[config.mk]
export PLATFORM = sky130hd
export DESIGN_NAME = instr_fetch_stage
export DESIGN_NICKNAME = d
export VERILOG_FILES = /design/src/rtl/instr_fetch_stage_pkg.sv /design/src/rtl/instr_fetch_stage_if_id_reg.sv /design/src/rtl/instr_fetch_stage.sv
export SDC_FILE = /design/constraint.sdc
export NUM_CORES = 1
export LEC_CHECK = 0
export BUFFER_PORTS_ARGS = -buffer_cell sky130_fd_sc_hd__clkbuf_2
export CORE_AREA = 2 2 103 105
export DETAILED_ROUTE_END_ITERATION = 10
export DIE_AREA = 0 0 105 107
export GPL_TIMING_DRIVEN = 0
export PLACE_DENSITY = 0.91
export SYNTH_ARGS = -nofsm -noshare
export SYNTH_HDL_FRONTEND = slang
export SYNTH_SLANG_ARGS = --single-unit
[constraint.sdc]
create_clock -name clk -period 4.2 [get_ports clk]
set_input_delay 0.63 -clock clk [delete_from_list [all_inputs] [get_ports clk]]
set_output_delay 0.63 -clock clk [all_outputs]
set_load 0.01 [all_outputs]
[src/rtl/instr_fetch_stage_pkg.sv]
// Shared definitions for the instruction-fetch stage: FSM encoding and fetch constants.
package instr_fetch_stage_pkg;

    typedef enum logic [1:0] {
        ST_BOOT = 2'd0,
        ST_RUN  = 2'd1,
        ST_HALT = 2'd2
    } fetch_state_e;

    localparam int unsigned DATA_WIDTH_DEF = 32;
    localparam logic [31:0] TEXT_BASE_DEF  = 32'h0040_0000;
    localparam logic [31:0] NOP_INSTR      = 32'h0000_0000;
    localparam int unsigned PC_STEP        = 4;

endpackage

[src/rtl/instr_fetch_stage_if_id_reg.sv]
// IF/ID pipeline register: bubble has priority over load; neither asserted means hold.
module instr_fetch_stage_if_id_reg
    import instr_fetch_stage_pkg::*;
#(
    parameter int unsigned DATA_WIDTH = DATA_WIDTH_DEF
) (
    input  logic                  clk,
    input  logic                  rst_n,
    input  logic                  load,
    input  logic                  bubble,
    input  logic [DATA_WIDTH-1:0] instr_d,
    input  logic [DATA_WIDTH-1:0] pc_d,
    output logic [DATA_WIDTH-1:0] instr_q,
    output logic [DATA_WIDTH-1:0] pc_q,
    output logic [DATA_WIDTH-1:0] pc_plus4_q,
    output logic                  valid_q
);

    localparam logic [DATA_WIDTH-1:0] STEP = DATA_WIDTH'(PC_STEP);
    localparam logic [DATA_WIDTH-1:0] NOP  = DATA_WIDTH'(NOP_INSTR);

    // Bubble keeps the PC fields; only instr and valid are squashed.
    always_ff @(posedge clk or negedge rst_n) begin
        if (!rst_n) begin
            instr_q    <= '0;
            pc_q       <= '0;
            pc_plus4_q <= '0;
            valid_q    <= 1'b0;
        end else if (bubble) begin
            instr_q    <= NOP;
            valid_q    <= 1'b0;
        end else if (load) begin
            instr_q    <= instr_d;
            pc_q       <= pc_d;
            pc_plus4_q <= pc_d + STEP;
            valid_q    <= 1'b1;
        end
    end

endmodule

[src/rtl/instr_fetch_stage.sv]
// Instruction-fetch stage: PC, fetch FSM, range halt and redirect handling.
// Optional misaligned-redirect fault enabled by defining FETCH_ALIGN_CHECK_EN.
module instr_fetch_stage
    import instr_fetch_stage_pkg::*;
#(
    parameter int unsigned           DATA_WIDTH = DATA_WIDTH_DEF,
    parameter logic [DATA_WIDTH-1:0] TEXT_BASE  = DATA_WIDTH'(TEXT_BASE_DEF),
    parameter int unsigned           IMEM_WORDS = 1024
) (
    input  logic                  clk,
    input  logic                  rst_n,
    input  logic                  stall,
    input  logic                  flush,
    input  logic                  redirect_valid,
    input  logic [DATA_WIDTH-1:0] redirect_pc,
    output logic [DATA_WIDTH-1:0] imem_addr,
    input  logic [DATA_WIDTH-1:0] imem_rd,
    output logic [DATA_WIDTH-1:0] if_id_instr,
    output logic [DATA_WIDTH-1:0] if_id_pc,
    output logic [DATA_WIDTH-1:0] if_id_pc_plus4,
    output logic                  if_id_valid,
    output logic                  halted,
    output logic                  fetch_fault
);

    localparam logic [DATA_WIDTH-1:0] STEP       = DATA_WIDTH'(PC_STEP);
    localparam logic [DATA_WIDTH-1:0] ALIGN_MASK = ~DATA_WIDTH'(PC_STEP - 1);
    localparam logic [DATA_WIDTH-1:0] TEXT_LAST  =
        TEXT_BASE + DATA_WIDTH'(PC_STEP * IMEM_WORDS - PC_STEP);

    fetch_state_e          state_q;
    fetch_state_e          state_d;
    logic [DATA_WIDTH-1:0] pc_q;
    logic [DATA_WIDTH-1:0] pc_d;
    logic [DATA_WIDTH-1:0] pc_next_seq;
    logic [DATA_WIDTH-1:0] redir_tgt;
    logic                  pc_in_range;
    logic                  tgt_in_range;
    logic                  redir_misaligned;
    logic                  ifid_load;
    logic                  ifid_bubble;
    logic                  halted_d;
    logic                  fault_d;
    logic                  fault_q;

    assign imem_addr    = pc_q;
    assign pc_next_seq  = pc_q + STEP;
    assign redir_tgt    = redirect_pc & ALIGN_MASK;
    assign pc_in_range  = (pc_q >= TEXT_BASE) && (pc_q <= TEXT_LAST);
    assign tgt_in_range = (redir_tgt >= TEXT_BASE) && (redir_tgt <= TEXT_LAST);
    assign fetch_fault  = fault_q;

`ifdef FETCH_ALIGN_CHECK_EN
    assign redir_misaligned = |redirect_pc[1:0];
`else
    assign redir_misaligned = 1'b0;
`endif

    // State register
    always_ff @(posedge clk or negedge rst_n) begin
        if (!rst_n) begin
            state_q <= ST_BOOT;
        end else begin
            state_q <= state_d;
        end
    end

    // Next-state logic
    always_comb begin
        state_d = state_q;
        case (state_q)
            ST_BOOT: state_d = ST_RUN;
            ST_RUN: begin
                if (redirect_valid) begin
                    if (redir_misaligned) state_d = ST_HALT;
                end else if (!pc_in_range) begin
                    state_d = ST_HALT;
                end
            end
            ST_HALT: begin
                if (redirect_valid && !redir_misaligned && tgt_in_range) state_d = ST_RUN;
            end
            default: state_d = ST_BOOT;
        endcase
    end

    // Datapath controls: redirect beats range check, which beats flush, then stall
    always_comb begin
        pc_d        = pc_q;
        ifid_load   = 1'b0;
        ifid_bubble = 1'b0;
        halted_d    = halted;
        fault_d     = fault_q;
        case (state_q)
            ST_RUN: begin
                if (redirect_valid) begin
                    ifid_bubble = 1'b1;
                    if (redir_misaligned) begin
                        fault_d  = 1'b1;
                        halted_d = 1'b1;
                    end else begin
                        pc_d = redir_tgt;
                    end
                end else if (!pc_in_range) begin
                    ifid_bubble = 1'b1;
                    halted_d    = 1'b1;
                end else if (flush) begin
                    ifid_bubble = 1'b1;
                    if (!stall) pc_d = pc_next_seq;
                end else if (!stall) begin
                    ifid_load = 1'b1;
                    pc_d      = pc_next_seq;
                end
            end
            ST_HALT: begin
                if (redirect_valid) begin
                    if (redir_misaligned) begin
                        fault_d = 1'b1;
                    end else if (tgt_in_range) begin
                        pc_d     = redir_tgt;
                        halted_d = 1'b0;
                    end
                end
            end
            default: ;
        endcase
    end

    // PC and status registers
    always_ff @(posedge clk or negedge rst_n) begin
        if (!rst_n) begin
            pc_q    <= TEXT_BASE;
            halted  <= 1'b0;
            fault_q <= 1'b0;
        end else begin
            pc_q    <= pc_d;
            halted  <= halted_d;
            fault_q <= fault_d;
        end
    end

    instr_fetch_stage_if_id_reg #(
        .DATA_WIDTH (DATA_WIDTH)
    ) u_if_id_reg (
        .clk        (clk),
        .rst_n      (rst_n),
        .load       (ifid_load),
        .bubble     (ifid_bubble),
        .instr_d    (imem_rd),
        .pc_d       (pc_q),
        .instr_q    (if_id_instr),
        .pc_q       (if_id_pc),
        .pc_plus4_q (if_id_pc_plus4),
        .valid_q    (if_id_valid)
    );

endmodule

==> qor.txt <==
syn_area_per_cell - 11.8 um^2
Worst slew margin - 0.367
Yosys reg bits - 126
CTS sink cnt - 126
crit path capture type - flop
Ports - 200
largest net degree at the start of global routing - 127
Final Max Tran Viols - 0
1st-iter DRT viols - 360
Initial Util - 0.519
Post-Route WL - 13800 um
post-synthesis async set-or-reset flop share - 1.00
commonest non-fill, non-tap cell in the layout - clkbuf_2
largest fanout on the critical path - 10
wire per inst - 17.2 um
Netlist cell types - 45
synth warn - 0
mapped cell area - 5240 um^2
Die Width - 105 um
H-tree Lvls - 4
Power Total - 4.04 mW
Die Span Y - 107 um
Hold Path Class - in2async
sequential fraction of the synthesis area - 0.603
Post-synth EDFFs - 0
total number of vias - 4460
clk slew on worst S/H paths - 0.06 ns
CP required - 4.58 ns
Post-CTS Hold Fix Bufs - 0
Period minus WS final - 2.70 ns
Root Buffer - clkbuf_8
vias in the first global route - 4263
max-cap violation count - 0
Pwr Density - 576 nW/um^2
cell count after placement - 775
RSZ-0062 raised after global routing - no
setup bufs post-CTS - 0
NumNets Final - 729
Worst Setup Start Kind - flop
Antenna Violating Nets Remaining - 0
cts repair resizes - 0
drt pass-1 iters - 8
initial antenna violation count - 0
worst slew pin tran - 0.949 ns
CTS tree - built
Final Non-Filler Cells - 807
setup ws final - 1.50 ns
number of buffers created by CTS - 17
CP Class - reg2reg
# rows - 37
clk buf depth - 2
status - finished clean
Fin. Hold Viols - 0
Final GP Congestion - 0.877
fraction of layout instances using a drive strength above 1 - 0.408
ys flop type - dfrtp_1
final setup TNS - 0 ns
Lkg Pwr - 3.73 nW
ANT cells - 0
final worst path period share - 0.643
final clock skew - 0.00983 ns
later-pin clock latency in the skew report - 0.50 ns
CP arrival - 3.08 ns
commonest non-fill, non-tap cells in the layout - clkbuf_2, dfrtp_1, nor2b_1
first-pass GRT wire length - 22200 um
worst-case reg-to-reg path depth - 5
gr ovfl total - 0
number of port buffers - 190
Post-DP HPWL - 9960 um
Core ar. - 10100 um^2
Final setup viols - 0
f_max - 370 MHz
Mapped Cells - 443
final routed DRC violation total - 0
Die ar. - 11200 um^2
via density per instance - 5.53
peak supply drop - 0.325 mV
pre-CTS WS - 1.60 ns
Syn-to-layout area delta - 33.9%
gr usage total - 0.253
## per-stage QoR
step                 util  hold WS (ns)  area, um^2
floorplan               -         0.334        5260
global placement    0.632         0.456        6380
detailed placement  0.633         0.465        6390
CTS                 0.695         0.311        7010
global route        0.695         0.338        7010
finish              0.695         0.274        7010
## path summary, 6_finish.rpt
kind,startpoint,end,slack (ns)
max reg2reg,imem_addr[14]$_DFFE_PN0P_,u_if_id_reg.pc_q[5]$_DFFE_PN0P_,1.50
min reg2reg,u_if_id_reg.pc_q[22]$_DFFE_PN0P_,u_if_id_reg.pc_q[22]$_DFFE_PN0P_,0.48
max,imem_addr[14]$_DFFE_PN0P_,u_if_id_reg.pc_q[5]$_DFFE_PN0P_,1.50
min,rst_n,u_if_id_reg.instr_q[5]$_DFFE_PN0P_,0.27
min in group clk,redirect_pc[25],imem_addr[25]$_DFFE_PN0P_,0.35
max in group asynchronous,rst_n,state_q[0]$_DFFE_PN0P_,3.29
## layout make-up
class | instances | area (um^2)
clock buffer | 18 | 418
sequential | 126 | 3150
buffer | 37 | 206
fill | 744 | 3080
timing repair buffer | 190 | 960
inverter | 5 | 18.8
tap | 136 | 170
multi-input combinational | 281 | 1880
clock inverter | 14 | 205
## Yosys cell counts, drive strengths merged (4+ instances only)
cell      n  area [um^2]
mux2     21          240
a22o     33          289
inv       5         18.8
buf      23          154
a31oi     9         56.3
nand2    21         78.8
a21oi    14         70.1
o22a      6         52.6
nor2b    39          244
nand3    19         95.1
or2       5         31.3
and3      9         56.3
nor3      7         40.0
nor2     18         70.1
o21ai    23          115
clkbuf   14         52.6
xor2      5         43.8
nand4     4         25.0
dfrtp   125         3130
xnor2     4         35.0
nor4     14          100
## sequential cells by signal, summed over array words and instances (netlist names)
signal                  count
u_if_id_reg.pc_plus4_q     30
u_if_id_reg.instr_q        32
halted                      1
u_if_id_reg.valid_q         1
imem_addr                  30
state_q                     2
u_if_id_reg.pc_q           30
## logic make-up after synthesis
logic type	synth area share
compound gates	0.127
xor+xnor	0.0151
fa+ha+maj	0.00478
buf+inv	0.0430
flops	0.603
mux	0.0516
other cells	0.000716
simple gates	0.156
## layer usage
| metal | part of all wire | GRT usage | up-vias |
|---|---|---|---|
| li1 | - | - | 2014 |
| met1 | 0.42 | 0.340 | 2163 |
| met2 | 0.49 | 0.396 | 248 |
| met3 | 0.069 | 0.0705 | 35 |
| met4 | 0.021 | 0.0905 | 0 |
| met5 | 0 | 0 | - |
## power by group
group / leakage [nW] / total, mW / switching, mW / internal [mW]
clock: 0.297 / 1.53 / 0.554 / 0.976
combinational: 1.75 / 0.969 / 0.585 / 0.383
sequential: 1.68 / 1.54 / 0.181 / 1.36
## critical path: stages, from the launching register on
cell     delay (ns)
dfrtp_1        0.42
nor4_1         0.58
nand3_1        0.30
nor4_2         0.63
buf_4          0.31
mux2_2         0.35
Power figures use the tool's default switching activity.
